==> config.mk <==
export PLATFORM = sky130hd
export DESIGN_NAME = prog_loader_flat
export DESIGN_NICKNAME = d
export VERILOG_FILES = /design/src/rtl/prog_loader_if.sv /design/src/rtl/prog_loader.sv /design/src/flat_wrapper.sv
export SDC_FILE = /design/constraint.sdc
export NUM_CORES = 1
export LEC_CHECK = 0
export ABC_AREA = 1
export BUFFER_PORTS_ARGS = -buffer_cell sky130_fd_sc_hd__buf_2
export CAP_MARGIN = 20
export CORE_ASPECT_RATIO = 0.7
export CORE_MARGIN = 3
export CORE_UTILIZATION = 45
export CTS_BUF_LIST = sky130_fd_sc_hd__clkbuf_4 sky130_fd_sc_hd__clkbuf_8
export DETAILED_ROUTE_END_ITERATION = 10
export PLACE_DENSITY_LB_ADDON = 0.1
export SETUP_SLACK_MARGIN = 0.3
export SLEW_MARGIN = 20
export SYNTH_ARGS = -nofsm -noshare
export SYNTH_HDL_FRONTEND = slang
export SYNTH_SLANG_ARGS = --single-unit
==> constraint.sdc <==
create_clock -name clk -period 14.1 [get_ports clk]
set_clock_uncertainty 0.2 [all_clocks]
set_input_delay 2.82 -clock clk [delete_from_list [all_inputs] [get_ports clk]]
set_output_delay 2.82 -clock clk [all_outputs]
set_load 0.01 [all_outputs]
==> src/rtl/prog_loader_if.sv <==
// prog_loader_if -- host byte stream and CPU memory read bus of the program loader.
//
// Signals:
//   start     host -> loader  single-cycle request to begin a program load
//   in_valid  host -> loader  byte-stream valid
//   in_data   host -> loader  byte-stream payload (8 bits)
//   in_ready  loader -> host  loader accepts a byte (transfer = in_valid & in_ready)
//   cpu_addr  CPU  -> loader  program memory address (4 bits)
//   cpu_ce_n  CPU  -> loader  memory enable, active-low
//   cpu_data  loader -> CPU   read data (8 bits)
//
// Modports: master = host/CPU side, slave = loader side.
interface prog_loader_if;
  logic       start;
  logic       in_valid;
  logic [7:0] in_data;
  logic       in_ready;
  logic [3:0] cpu_addr;
  logic       cpu_ce_n;
  logic [7:0] cpu_data;

  modport master (
    output start, in_valid, in_data, cpu_addr, cpu_ce_n,
    input  in_ready, cpu_data
  );

  modport slave (
    input  start, in_valid, in_data, cpu_addr, cpu_ce_n,
    output in_ready, cpu_data
  );
endinterface

==> src/rtl/prog_loader.sv <==
// prog_loader -- loads a 16-byte program from a host byte stream into a
// 16 x 8 program memory, holds the CPU in reset while loading, then releases it.
//
// Ports:
//   clk        system clock, rising edge
//   rst        asynchronous active-high reset
//   bus        prog_loader_if.slave (host stream + CPU read bus)
//   o_cpu_rst  registered hold-reset to the CPU, active-high
//   o_busy     high while loading (LOAD/CHECK)
//   o_done     high while the CPU runs (RUN)
//   o_err      high on checksum failure (ERR); tied low without checksum
//
// Configuration macro: PROG_LOADER_CHECKSUM_EN
//   defined   : after the 16 data bytes one checksum byte is accepted;
//               (sum + byte) mod 256 == 0 enters RUN, otherwise ERR.
//   undefined : LOAD goes straight to RUN, no CHECK/ERR states.
module prog_loader (
  input  logic         clk,
  input  logic         rst,
  prog_loader_if.slave bus,
  output logic         o_cpu_rst,
  output logic         o_busy,
  output logic         o_done,
  output logic         o_err
);

`ifdef PROG_LOADER_CHECKSUM_EN
  typedef enum logic [2:0] {
    ST_IDLE  = 3'd0,
    ST_LOAD  = 3'd1,
    ST_CHECK = 3'd2,
    ST_RUN   = 3'd3,
    ST_ERR   = 3'd4
  } state_t;

  // Running byte sum, mod 256
  function automatic logic [7:0] sum_add(input logic [7:0] sum, input logic [7:0] b);
    logic [7:0] t;
    t = sum + b;
    return t;
  endfunction

  // Checksum byte is valid when it brings the running sum to zero
  function automatic logic checksum_ok(input logic [7:0] sum, input logic [7:0] b);
    return (sum_add(sum, b) == 8'h00);
  endfunction
`else
  typedef enum logic [1:0] {
    ST_IDLE = 2'd0,
    ST_LOAD = 2'd1,
    ST_RUN  = 2'd2
  } state_t;
`endif

  state_t     r_state;
  state_t     w_state_nxt;
  logic [7:0] r_mem [16];
  logic [3:0] r_wr_ptr;
  logic       r_in_ready;
  logic       r_busy;
  logic       r_done;
  logic       r_cpu_rst;
  logic       w_fire;
  logic       w_tc;
  logic       w_wr_en;
  logic       w_restart;
  logic       w_loading_nxt;
`ifdef PROG_LOADER_CHECKSUM_EN
  logic [7:0] r_sum;
  logic       r_err;
`endif

  // in_ready is registered, so a transfer never depends combinationally on in_valid
  assign w_fire = bus.in_valid & r_in_ready;
  // Terminal count: the byte being accepted is the 16th
  assign w_tc   = (r_wr_ptr == 4'd15);

  // Next-state, memory write enable and load restart decode
  always_comb begin
    w_state_nxt = r_state;
    w_wr_en     = 1'b0;
    w_restart   = 1'b0;
    case (r_state)
      ST_IDLE: begin
        if (bus.start) begin
          w_state_nxt = ST_LOAD;
          w_restart   = 1'b1;
        end else begin
          w_state_nxt = ST_IDLE;
        end
      end
      ST_LOAD: begin
        if (w_fire) begin
          w_wr_en = 1'b1;
          if (w_tc) begin
`ifdef PROG_LOADER_CHECKSUM_EN
            w_state_nxt = ST_CHECK;
`else
            w_state_nxt = ST_RUN;
`endif
          end else begin
            w_state_nxt = ST_LOAD;
          end
        end else begin
          w_state_nxt = ST_LOAD;
        end
      end
`ifdef PROG_LOADER_CHECKSUM_EN
      ST_CHECK: begin
        if (w_fire) begin
          if (checksum_ok(r_sum, bus.in_data)) begin
            w_state_nxt = ST_RUN;
          end else begin
            w_state_nxt = ST_ERR;
          end
        end else begin
          w_state_nxt = ST_CHECK;
        end
      end
      ST_ERR: begin
        if (bus.start) begin
          w_state_nxt = ST_LOAD;
          w_restart   = 1'b1;
        end else begin
          w_state_nxt = ST_ERR;
        end
      end
`endif
      ST_RUN: begin
        if (bus.start) begin
          w_state_nxt = ST_LOAD;
          w_restart   = 1'b1;
        end else begin
          w_state_nxt = ST_RUN;
        end
      end
      default: begin
        w_state_nxt = ST_IDLE;
      end
    endcase
  end

  // Accepting bytes in the state being entered (LOAD, or CHECK when built)
  always_comb begin
`ifdef PROG_LOADER_CHECKSUM_EN
    w_loading_nxt = (w_state_nxt == ST_LOAD) || (w_state_nxt == ST_CHECK);
`else
    w_loading_nxt = (w_state_nxt == ST_LOAD);
`endif
  end

  // State register
  always_ff @(posedge clk or posedge rst) begin
    if (rst) begin
      r_state <= ST_IDLE;
    end else begin
      r_state <= w_state_nxt;
    end
  end

  // Status outputs decoded from the state being entered, so they change on the same edge
  always_ff @(posedge clk or posedge rst) begin
    if (rst) begin
      r_in_ready <= 1'b0;
      r_busy     <= 1'b0;
      r_done     <= 1'b0;
      r_cpu_rst  <= 1'b1;
    end else begin
      r_in_ready <= w_loading_nxt;
      r_busy     <= w_loading_nxt;
      r_done     <= (w_state_nxt == ST_RUN);
      r_cpu_rst  <= (w_state_nxt != ST_RUN);
    end
  end

  // Write pointer: cleared on each new load, wraps to 0 after the 16th byte
  always_ff @(posedge clk or posedge rst) begin
    if (rst) begin
      r_wr_ptr <= 4'd0;
    end else if (w_restart) begin
      r_wr_ptr <= 4'd0;
    end else if (w_wr_en) begin
      r_wr_ptr <= r_wr_ptr + 4'd1;
    end
  end

  // Program memory: reset fills every word with HLT (8'hFF)
  always_ff @(posedge clk or posedge rst) begin
    if (rst) begin
      for (int i = 0; i < 16; i++) begin
        r_mem[i] <= 8'hFF;
      end
    end else if (w_wr_en) begin
      r_mem[r_wr_ptr] <= bus.in_data;
    end
  end

`ifdef PROG_LOADER_CHECKSUM_EN
  // Running checksum over the 16 data bytes
  always_ff @(posedge clk or posedge rst) begin
    if (rst) begin
      r_sum <= 8'h00;
    end else if (w_restart) begin
      r_sum <= 8'h00;
    end else if (w_wr_en) begin
      r_sum <= sum_add(r_sum, bus.in_data);
    end
  end

  // Error flag, held until the next start
  always_ff @(posedge clk or posedge rst) begin
    if (rst) begin
      r_err <= 1'b0;
    end else begin
      r_err <= (w_state_nxt == ST_ERR);
    end
  end

  assign o_err = r_err;
`else
  assign o_err = 1'b0;
`endif

  // CPU read port: asynchronous read, so a same-cycle write is seen only after the edge
  assign bus.cpu_data = bus.cpu_ce_n ? 8'h00 : r_mem[bus.cpu_addr];
  assign bus.in_ready = r_in_ready;
  assign o_busy       = r_busy;
  assign o_done       = r_done;
  assign o_cpu_rst    = r_cpu_rst;

endmodule
==> src/flat_wrapper.sv <==
// flat-port wrapper written by rule: the top's interface ports become plain ports
module prog_loader_flat 
  (clk, rst, o_cpu_rst, o_busy, o_done, o_err, bus_start, bus_in_valid, bus_in_data, bus_cpu_addr, bus_cpu_ce_n, bus_in_ready, bus_cpu_data);
  prog_loader_if bus_i ();
  input  logic clk;
  input  logic rst;
  output logic o_cpu_rst;
  output logic o_busy;
  output logic o_done;
  output logic o_err;
  input wire logic [$bits(bus_i.start)-1:0] bus_start;
  input wire logic [$bits(bus_i.in_valid)-1:0] bus_in_valid;
  input wire logic [$bits(bus_i.in_data)-1:0] bus_in_data;
  input wire logic [$bits(bus_i.cpu_addr)-1:0] bus_cpu_addr;
  input wire logic [$bits(bus_i.cpu_ce_n)-1:0] bus_cpu_ce_n;
  output wire logic [$bits(bus_i.in_ready)-1:0] bus_in_ready;
  output wire logic [$bits(bus_i.cpu_data)-1:0] bus_cpu_data;
  assign bus_i.start = bus_start;
  assign bus_i.in_valid = bus_in_valid;
  assign bus_i.in_data = bus_in_data;
  assign bus_i.cpu_addr = bus_cpu_addr;
  assign bus_i.cpu_ce_n = bus_cpu_ce_n;
  assign bus_in_ready = bus_i.in_ready;
  assign bus_cpu_data = bus_i.cpu_data;
  prog_loader u_core (.clk(clk), .rst(rst), .bus(bus_i), .o_cpu_rst(o_cpu_rst), .o_busy(o_busy), .o_done(o_done), .o_err(o_err));
endmodule
==> results.cfg, run 1 <==
[route]
drtIter0Drc = 532
met1_length_um = 8980
route.vias.total = 5569
route.final.wire_length_um = 18600
drt-pass1-iter-count = 5
met3WireLength_um = 1290
top_layer = met4
ant_nets = 0
vias_per_cell = 5.23
post_drt_wl_per_cell_um = 17.5
detailroute.wirelength.met2_um = 7940
detail_route.drc_violations = 0

[timing]
worst-slew-pin-transition_ns = 1.07
slew_headroom_pct = 28.5
report.final.slew_viol_count = 0
finalSetupTns_ns = 0
min_period_over_period_pct = 59.9
final-hold-violation-count = 0
unrepaired_setup_endpoints_after_global_routing = no
finalSetupViolations = 0
period_needed_ns = 8.45
max_freq_mhz = 118

[clock_tree]
clock_sink_count = 137
cts_hold_buffers = 0
post_cts_resize_count = 0
tritoncts.num_buffers = 17
post-cts-setup-buffers = 0
cts_root_buffer = clkbuf_8
clkLatencyLatePin_ns = 0.45
cts_tree = yes
cts_buffer_depth = 2
cts.htree.levels = 4
clkTransAtPathRegs_ns = 0.08

[finish]
area_delta_synth_final_pct = 9.19
finish.net_count = 883
fillcell_total = 1391
antenna_cells = 0
post_route_cells_drive_above_1_share_pct = 24.0

[power]
design_power_total_w = 0.00148
max-vdd-ir-drop_mv = 0.0785
leakagePower_nw = 3.26
power.density_nw_per_um2 = 201

[synthesis]
synth.distinct_cells = 24
synthArstFlopShare_pct = 100
ys_dominant_reg_cell = dfstp_2
synth_top_cell_by_area = dfstp_2
synth.most_common_cell = nand2_1
synth_common_cells = 328 x nand2_1, 129 x dfstp_2, 87 x inv_1
synth.ff_latch_count = 137
synthesis.instances = 864
syn_avg_cell_area_um2 = 7.83
mappedNetlistArea_um2 = 6770
synth-edff-count = 0
yosys.area.top_type_share_pct = 50.1
postSynthNetCount = 885
yosys_warnings = 0
synth.yosys.seq_area_share_pct = 53.0
yosys-top-cells-area = dfstp_2 50%, nand2_1 18%, nand3_1 6.3%, o21ai_0 5.3%, inv_1 4.8%

[floorplan]
floorplan.die.height_um = 109
dieWidth_um = 153
boundaryPins = 30
fp-row-count = 36
design.core.area_um2 = 14300
initial_core_utilization_pct = 47.3
design.die.area_um2 = 16600

[global_route]
grt_antenna_before_repair = 0
grt_max_degree = 84
residual_overflow_from_global_routing = 0
grt_first_pass_wirelength_um = 30300
first_global_vias = 5387
gr_usage_total_pct = 23.7

[setup_path]
rr_startpoint = u_core.r_state[1]
worst-endpoint-arrival_ns = 5.43
path_max_fanout = 65
timing.critical_path.from = bus_cpu_addr[0]
critPathRequiredTime_ns = 11.08
timing.critical_path.to_type = output pin
worstSetupStartpointType = primary input
critPathKind = in -> out

[job]
maxCapViolations = 0

[min_path]
min_path_type = reg -> reg
holdCritStartpoint = u_core.r_mem[89]

[run_status]
run_status = complete, no violations

[placed_design]
place.gp.congestion = 0.918
place.port_buffers = 28
detailed_place_hpwl_um = 11900
[worst paths after layout]
| kind | endpoint | slack (ns) | depth (start not counted) |
|---|---|---|---|
| worst max-delay path | bus_cpu_data[3] | 5.65 | 9 |
| worst min-delay path | u_core.r_mem[89] | 0.28 | 2 |
| worst max register to register | u_core.r_mem[48] | 11.89 | 3 |
| worst min register to register | u_core.r_mem[89] | 0.28 | 2 |
| max in group asynchronous | u_core.o_done | 10.24 | 3 |
| min in group asynchronous | u_core.r_mem[108] | 2.69 | 2 |
[critical path, cell delays in order]
cell and delay, ns:
buf_2 0.07, buf_4 0.57, clkinv_2 0.92, nand2_1 0.28, nand3_1 0.09, nand3_1 0.18
nand3_1 0.09, a21oi_1 0.20, buf_2 0.17
[metal layers]
layer | vias to the layer above | global-route usage, %
met2 | 198 | 35.1
met1 | 2626 | 34.8
met4 | 0 | 8.14
met5 | - | 0
li1 | 2715 | -
met3 | 30 | 4.84
[sequential cells by signal, indices dropped and copies added, names as in the netlist]
register and count:
u_core.bus.in_ready 1, u_core.o_cpu_rst 1, u_core.o_done 1, u_core.r_mem 128, u_core.r_state 2, u_core.r_wr_ptr 4
[stage by stage]
| stage | hold slack [ns] | util, % | worst slack (ns) | area, µm² | instances |
|---|---|---|---|---|---|
| floorplan | 0.252 | - | 7.19 | 6770 | 864 |
| global placement | 0.260 | 48.4 | 6.01 | 6930 | 1033 |
| detailed placement | 0.264 | 48.4 | 6.02 | 6930 | 1033 |
| CTS | 0.277 | 51.6 | 5.99 | 7390 | 1065 |
| global route | 0.286 | 51.6 | 5.35 | 7390 | 1065 |
| finish | 0.276 | 51.6 | 5.65 | 7390 | 1065 |
[report_power, final]
part | total (W) | switching [W] | internal (W)
clock | 0.000368 | 0.000160 | 0.000209
sequential | 0.000727 | 0.0000881 | 0.000639
combinational | 0.000389 | 0.000254 | 0.000136
total | 0.00148 | 0.000502 | 0.000983
[cell type report]
class	count	area, µm²	area share, %
multi-input combinational	586	2610	35.3
tap	190	238	3.22
inverter	90	344	4.66
clock buffer	21	283	3.83
timing repair buffer	30	159	2.15
clock inverter	11	170	2.30
sequential	137	3590	48.6
[logic make-up (layout without fill, tap and decap cells)]
| kind of cell | after synthesis | after routing | share of synthesized area [%] |
|---|---|---|---|
| compound gates | 145 | 145 | 10.9 |
| fa+ha+maj | 4 | 4 | 0.739 |
| buf+inv | 141 | 152 | 8.45 |
| flops | 137 | 137 | 53.0 |
| other cells | 1 | 1 | 0.0554 |
| simple gates | 436 | 436 | 26.9 |
[cell usage in the layout, fill, tap and decap left out, types with 4 or more instances in the layout]
| master | n |
|---|---|
| a21oi_1 | 10 |
| buf_2 | 28 |
| bufinv_16 | 4 |
| clkbuf_8 | 20 |
| dfrtp_1 | 8 |
| dfstp_2 | 129 |
| ha_1 | 4 |
| inv_1 | 85 |
| nand2_1 | 328 |
| nand2_2 | 11 |
| nand3_1 | 85 |
| nor2_1 | 5 |
| o21ai_0 | 72 |
| o21ai_1 | 59 |
| o31ai_1 | 4 |
Note: power is estimated with default switching activity, not from simulation.
==> run 2: changes to the inputs <==
--- a/config.mk
+++ b/config.mk
@@ -5,7 +5,7 @@
 export SDC_FILE = /design/constraint.sdc
 export NUM_CORES = 1
 export LEC_CHECK = 0
-export ABC_AREA = 1
+export ABC_AREA = 0
 export BUFFER_PORTS_ARGS = -buffer_cell sky130_fd_sc_hd__buf_2
 export CAP_MARGIN = 20
 export CORE_ASPECT_RATIO = 0.7
==> constraint.sdc (replaced) <==
create_clock -name clk -period 8.5 [get_ports clk]
set_clock_uncertainty 0.2 [all_clocks]
set_input_delay 1.7 -clock clk [delete_from_list [all_inputs] [get_ports clk]]
set_output_delay 1.7 -clock clk [all_outputs]
set_load 0.01 [all_outputs]
==> results.cfg, run 2 <==
[run_status]
run_status = complete, no violations

[synthesis]
synth_top_cell_by_area = dfstp_2
synth_common_cells = 129 x dfstp_2, 112 x mux2_2, 25 x mux4_2
yosys-top-cells-area = dfstp_2 51%, mux2_2 19%, mux4_2 8.5%, dfrtp_1 3.0%, mux2i_1 2.7%
synth.ff_latch_count = 137
syn_avg_cell_area_um2 = 15.2
synthesis.instances = 434
postSynthNetCount = 455
synth-edff-count = 0
yosys.area.top_type_share_pct = 51.3
synth.most_common_cell = dfstp_2
yosys_warnings = 0
synthArstFlopShare_pct = 100
synth.yosys.seq_area_share_pct = 54.4
synth.distinct_cells = 39
ys_dominant_reg_cell = dfstp_2
mappedNetlistArea_um2 = 6600

[route]
met1_length_um = 7390
ant_nets = 0
met3WireLength_um = 395
route.vias.total = 3655
route.final.wire_length_um = 14800
top_layer = met4
detail_route.drc_violations = 0
vias_per_cell = 5.56
detailroute.wirelength.met2_um = 6830
drtIter0Drc = 167
post_drt_wl_per_cell_um = 22.5
drt-pass1-iter-count = 4

[finish]
layout_commonest_cell = dfstp_2
layout_top_registers = u_core.r_mem (128), u_core.r_wr_ptr (4), u_core.r_state (2)
antenna_cells = 0
area_delta_synth_final_pct = 9.84
most-common-layout-cells = 129 x dfstp_2, 112 x mux2_2, 28 x buf_2
finish.net_count = 475
regMostFlops = u_core.r_mem
largest_register_ffs = 128
post_route_cells_drive_above_1_share_pct = 76.0

[timing]
worst_hold_slack_after_final_layout_ns = 0.405
slew_headroom_pct = 29.5
finalSetupViolations = 0
worst-slew-pin-transition_ns = 1.06
final-hold-violation-count = 0
finalSetupTns_ns = 0
report.final.slew_viol_count = 0
unrepaired_setup_endpoints_after_global_routing = no
max_freq_mhz = 185
period_needed_ns = 5.40
min_period_over_period_pct = 63.5

[floorplan]
fp-row-count = 36
design.core.area_um2 = 14100
initial_core_utilization_pct = 46.7
boundaryPins = 30
design.die.area_um2 = 16200
dieWidth_um = 151
floorplan.die.height_um = 107

[setup_path]
path_max_fanout = 27
timing.critical_path.buf_inv = 2
cpMaxStageDelayCell = buf_2
cp_top_family = buffers and inverters
crit_cells = 6
slowest_delay_ns = 0.57
worstSetupStartpointType = primary input
reg2reg_depth = 4
critPathRequiredTime_ns = 6.60
timing.critical_path.cells = buf_2, nor2b_1, a22oi_1, a22oi_1, o211ai_1, buf_2
worst-endpoint-arrival_ns = 3.50
critPathKind = in -> out
timing.critical_path.to_type = output pin

[global_route]
grt_first_pass_wirelength_um = 23400
grt_antenna_before_repair = 0
residual_overflow_from_global_routing = 0
gr_usage_total_pct = 19.8
first_global_vias = 3934
grt_max_degree = 75

[clock_tree]
cts_root_buffer = clkbuf_8
clock_sink_count = 137
cts.htree.levels = 4
tritoncts.num_buffers = 17
cts_buffer_depth = 2
cts_tree = yes
clkTransAtPathRegs_ns = 0.08
post_cts_resize_count = 0
post-cts-setup-buffers = 0
clkLatencyLatePin_ns = 0.44
cts_hold_buffers = 0

[power]
max-vdd-ir-drop_mv = 0.141
power.density_nw_per_um2 = 343
leakagePower_nw = 2.99

[min_path]
hold_depth = 1
min_path_type = reg -> reg

[placed_design]
place.gp.congestion = 0.745
place.port_buffers = 28
detailed_place_hpwl_um = 9110

[job]
maxCapViolations = 0
## run 2: cell types whose count changed after synthesis, moves of 59 or more
| cell | before | now |
|---|---|---|
| inv_1 | 87 | 5 |
| nand2_1 | 328 | 7 |
| nand3_1 | 85 | 6 |
| o21ai_1 | 59 | 0 |
| mux2_2 | 0 | 112 |
| o21ai_0 | 72 | 2 |
## run 2: worst paths after layout
path,from,end,slack [ns]
setup / recovery,bus_cpu_addr[2],bus_cpu_data[4],3.10
hold reg to reg,u_core.r_state[0],u_core.r_state[0],0.41
min in group asynchronous,rst,u_core.r_wr_ptr[1],1.20
hold / removal,u_core.r_state[0],u_core.r_state[0],0.41
setup reg to reg,u_core.r_state[1],u_core.r_mem[38],6.34
max in group asynchronous,rst,u_core.o_done,5.50
## run 2: layer usage
layer / up-vias / GRT usage [%]
met4: 0 / 4.85
met2: 53 / 30.1
met5: - / 0
li1: 1631 / -
met1: 1953 / 28.8
met3: 18 / 4.63
## run 2: through the flow
stage                     instance area [µm²]  std cells  setup slack [ns]  util (%)  total power (W)
after floorplan                          6600        434              3.15         -          0.00177
after global placement                   6830        625              3.11      48.3          0.00189
after detailed placement                 6830        625              3.07      48.3          0.00193
after CTS                                7250        657              3.07      51.3          0.00251
after global routing                     7250        657              2.95      51.3          0.00263
final                                    7250        657              3.10      51.3          0.00249
## run 2: where the power goes
part           internal, W  switching, W
clock network     0.000297      0.000274
registers          0.00112      0.000143
logic             0.000382      0.000275
total              0.00180      0.000692
## run 2: cells by family (layout without fill, tap and decap cells)
logic type / Yosys count / count (layout) / share of synthesized area (%)
compound gates: 27 / 27 / 2.96
mux: 171 / 171 / 33.5
buf+inv: 34 / 67 / 2.90
flops: 137 / 137 / 54.4
other cells: 1 / 1 / 0.0568
fa+ha+maj: 4 / 4 / 0.758
xor+xnor: 3 / 3 / 0.398
simple gates: 57 / 57 / 5.08
## run 2: cell type report
class / instances / area, µm²
timing repair buffer: 30 / 155
multi-input combinational: 263 / 2820
fill: 1218 / 6890
clock inverter: 15 / 193
clock buffer: 17 / 234
sequential: 137 / 3590
tap: 190 / 238
inverter: 5 / 21.3
==> run 3: changes to the inputs <==
--- a/config.mk
+++ b/config.mk
@@ -5,7 +5,7 @@
 export SDC_FILE = /design/constraint.sdc
 export NUM_CORES = 1
 export LEC_CHECK = 0
-export ABC_AREA = 0
+export ABC_AREA = 1
 export BUFFER_PORTS_ARGS = -buffer_cell sky130_fd_sc_hd__buf_2
 export CAP_MARGIN = 20
 export CORE_ASPECT_RATIO = 0.7
==> constraint.sdc (replaced) <==
create_clock -name clk -period 5.4 [get_ports clk]
set_clock_uncertainty 0.2 [all_clocks]
set_input_delay 1.08 -clock clk [delete_from_list [all_inputs] [get_ports clk]]
set_output_delay 1.08 -clock clk [all_outputs]
set_load 0.01 [all_outputs]
==> results.cfg, run 3 (synthesis gave the netlist of run 1 again) <==
[run_status]
run_status = complete, no violations

[global_route]
gr_usage_total_pct = 22.7
grt_antenna_before_repair = 1
grt_max_degree = 77
first_global_vias = 5202
residual_overflow_from_global_routing = 0
grt_first_pass_wirelength_um = 29300

[setup_path]
worst-endpoint-arrival_ns = 2.93
critPathRequiredTime_ns = 4.12
slowest_delay_ns = 0.79
worstSetupStartpointType = primary input
path_max_fanout = 33
critPathKind = in -> out
timing.critical_path.to_type = output pin
cpMaxStageDelayCell = inv_1
timing.critical_path.cells = buf_2, inv_1, nand3_1, nand3_1, nand3_1, a21oi_1, buf_2
worst_path_most_repeated_cell = nand3_1

[floorplan]
dieWidth_um = 153
fp-row-count = 36
initial_core_utilization_pct = 47.3
design.die.area_um2 = 16600
design.core.area_um2 = 14300
floorplan.die.height_um = 109
boundaryPins = 30

[clock_tree]
clock_sink_count = 137
post_cts_resize_count = 0
clkLatencyLatePin_ns = 0.44
clkTransAtPathRegs_ns = 0.07
post-cts-setup-buffers = 0
cts.htree.levels = 4
cts_root_buffer = clkbuf_8
cts_hold_buffers = 0
cts_tree = yes
cts_buffer_depth = 2
tritoncts.num_buffers = 17

[route]
drt-pass1-iter-count = 5
ant_nets = 0
detail_route.drc_violations = 0
route.final.wire_length_um = 18000
drtIter0Drc = 551
route.vias.total = 5605
post_drt_wl_per_cell_um = 16.9
vias_per_cell = 5.25

[job]
maxCapViolations = 0

[power]
max-vdd-ir-drop_mv = 0.215
power.density_nw_per_um2 = 526
design_power_total_w = 0.00391
leakagePower_nw = 3.30

[placed_design]
detailed_place_hpwl_um = 11600
place.port_buffers = 28
placed_cell_area_um2 = 6960
place.gp.congestion = 0.911
preCtsSetupSlack_ns = 1.23

[finish]
layout_commonest_cell = nand2_1
largest_register_ffs = 128
finish.net_count = 886
post_route_cells_drive_above_1_share_pct = 24.2
postLayoutCoreUtil_pct = 51.9
most-common-layout-cells = 328 x nand2_1, 129 x dfstp_2, 86 x inv_1
regMostFlops = u_core.r_mem
area_delta_synth_final_pct = 9.82
stdcell_area_um2 = 7430
antenna_cells = 0
layout_top_registers = u_core.r_mem (128), u_core.r_wr_ptr (4), u_core.r_state (2)

[timing]
fin_ws_ns = 1.19
worst-slew-pin-transition_ns = 0.953
period_needed_ns = 4.21
min_period_over_period_pct = 78.0
unrepaired_setup_endpoints_after_global_routing = no
final-hold-violation-count = 0
finalSetupTns_ns = 0
slew_headroom_pct = 36.5
max_freq_mhz = 238
report.final.slew_viol_count = 0
finalSetupViolations = 0

[min_path]
min_path_type = reg -> reg
run 3: worst paths after layout:
check | from | endpoint | slack [ns] | depth (start not counted)
max in group asynchronous | rst | u_core.r_mem[61] | 3.18 | 3
worst max register to register | u_core.r_wr_ptr[3] | u_core.r_mem[55] | 3.12 | 4
worst min-delay path | u_core.r_mem[74] | u_core.r_mem[74] | 0.27 | 2
min in group asynchronous | rst | u_core.r_state[0] | 0.69 | 2
worst min register to register | u_core.r_mem[74] | u_core.r_mem[74] | 0.27 | 2
worst max-delay path | bus_cpu_addr[1] | bus_cpu_data[3] | 1.19 | 7
run 3: final cells by class:
type / count / area [µm²]
flip-flops and latches: 137 / 3590
well taps: 190 / 238
multi-input cells: 586 / 2610
fillers: 1403 / 6890
inverters: 90 / 343
clock buffers: 19 / 255
repair buffers: 33 / 178
clock inverters: 12 / 223
run 3: routing by layer:
metal  wire, µm  up-vias  track usage (%)
met5         12        -                0
met4        263        2             6.48
met3       1040       24             4.64
met2       7810      176             33.2
met1       8880     2679             34.2
li1           -     2724                -
run 3: report_power, final:
group / switching (W) / total (W) / internal, W / leakage (nW)
logic: 0.000665 / 0.00102 / 0.000355 / 1.62
registers: 0.000209 / 0.00187 / 0.00167 / 1.44
clock network: 0.000406 / 0.00102 / 0.000611 / 0.235
run 3: stage by stage:
step                      cells  hold WS [ns]
after floorplan             864         0.252
after global placement     1036         0.260
after detailed placement   1036         0.264
after CTS                  1067         0.276
after global routing       1067         0.289
final                      1067         0.275
run 3: worst max-delay path, delay by kind of cell:
family                 cells  cell delay [ns]
buffers and inverters      3             1.28
AND/OR/NAND/NOR            3             0.34
AO/OA/AOI/OAI              1             0.21
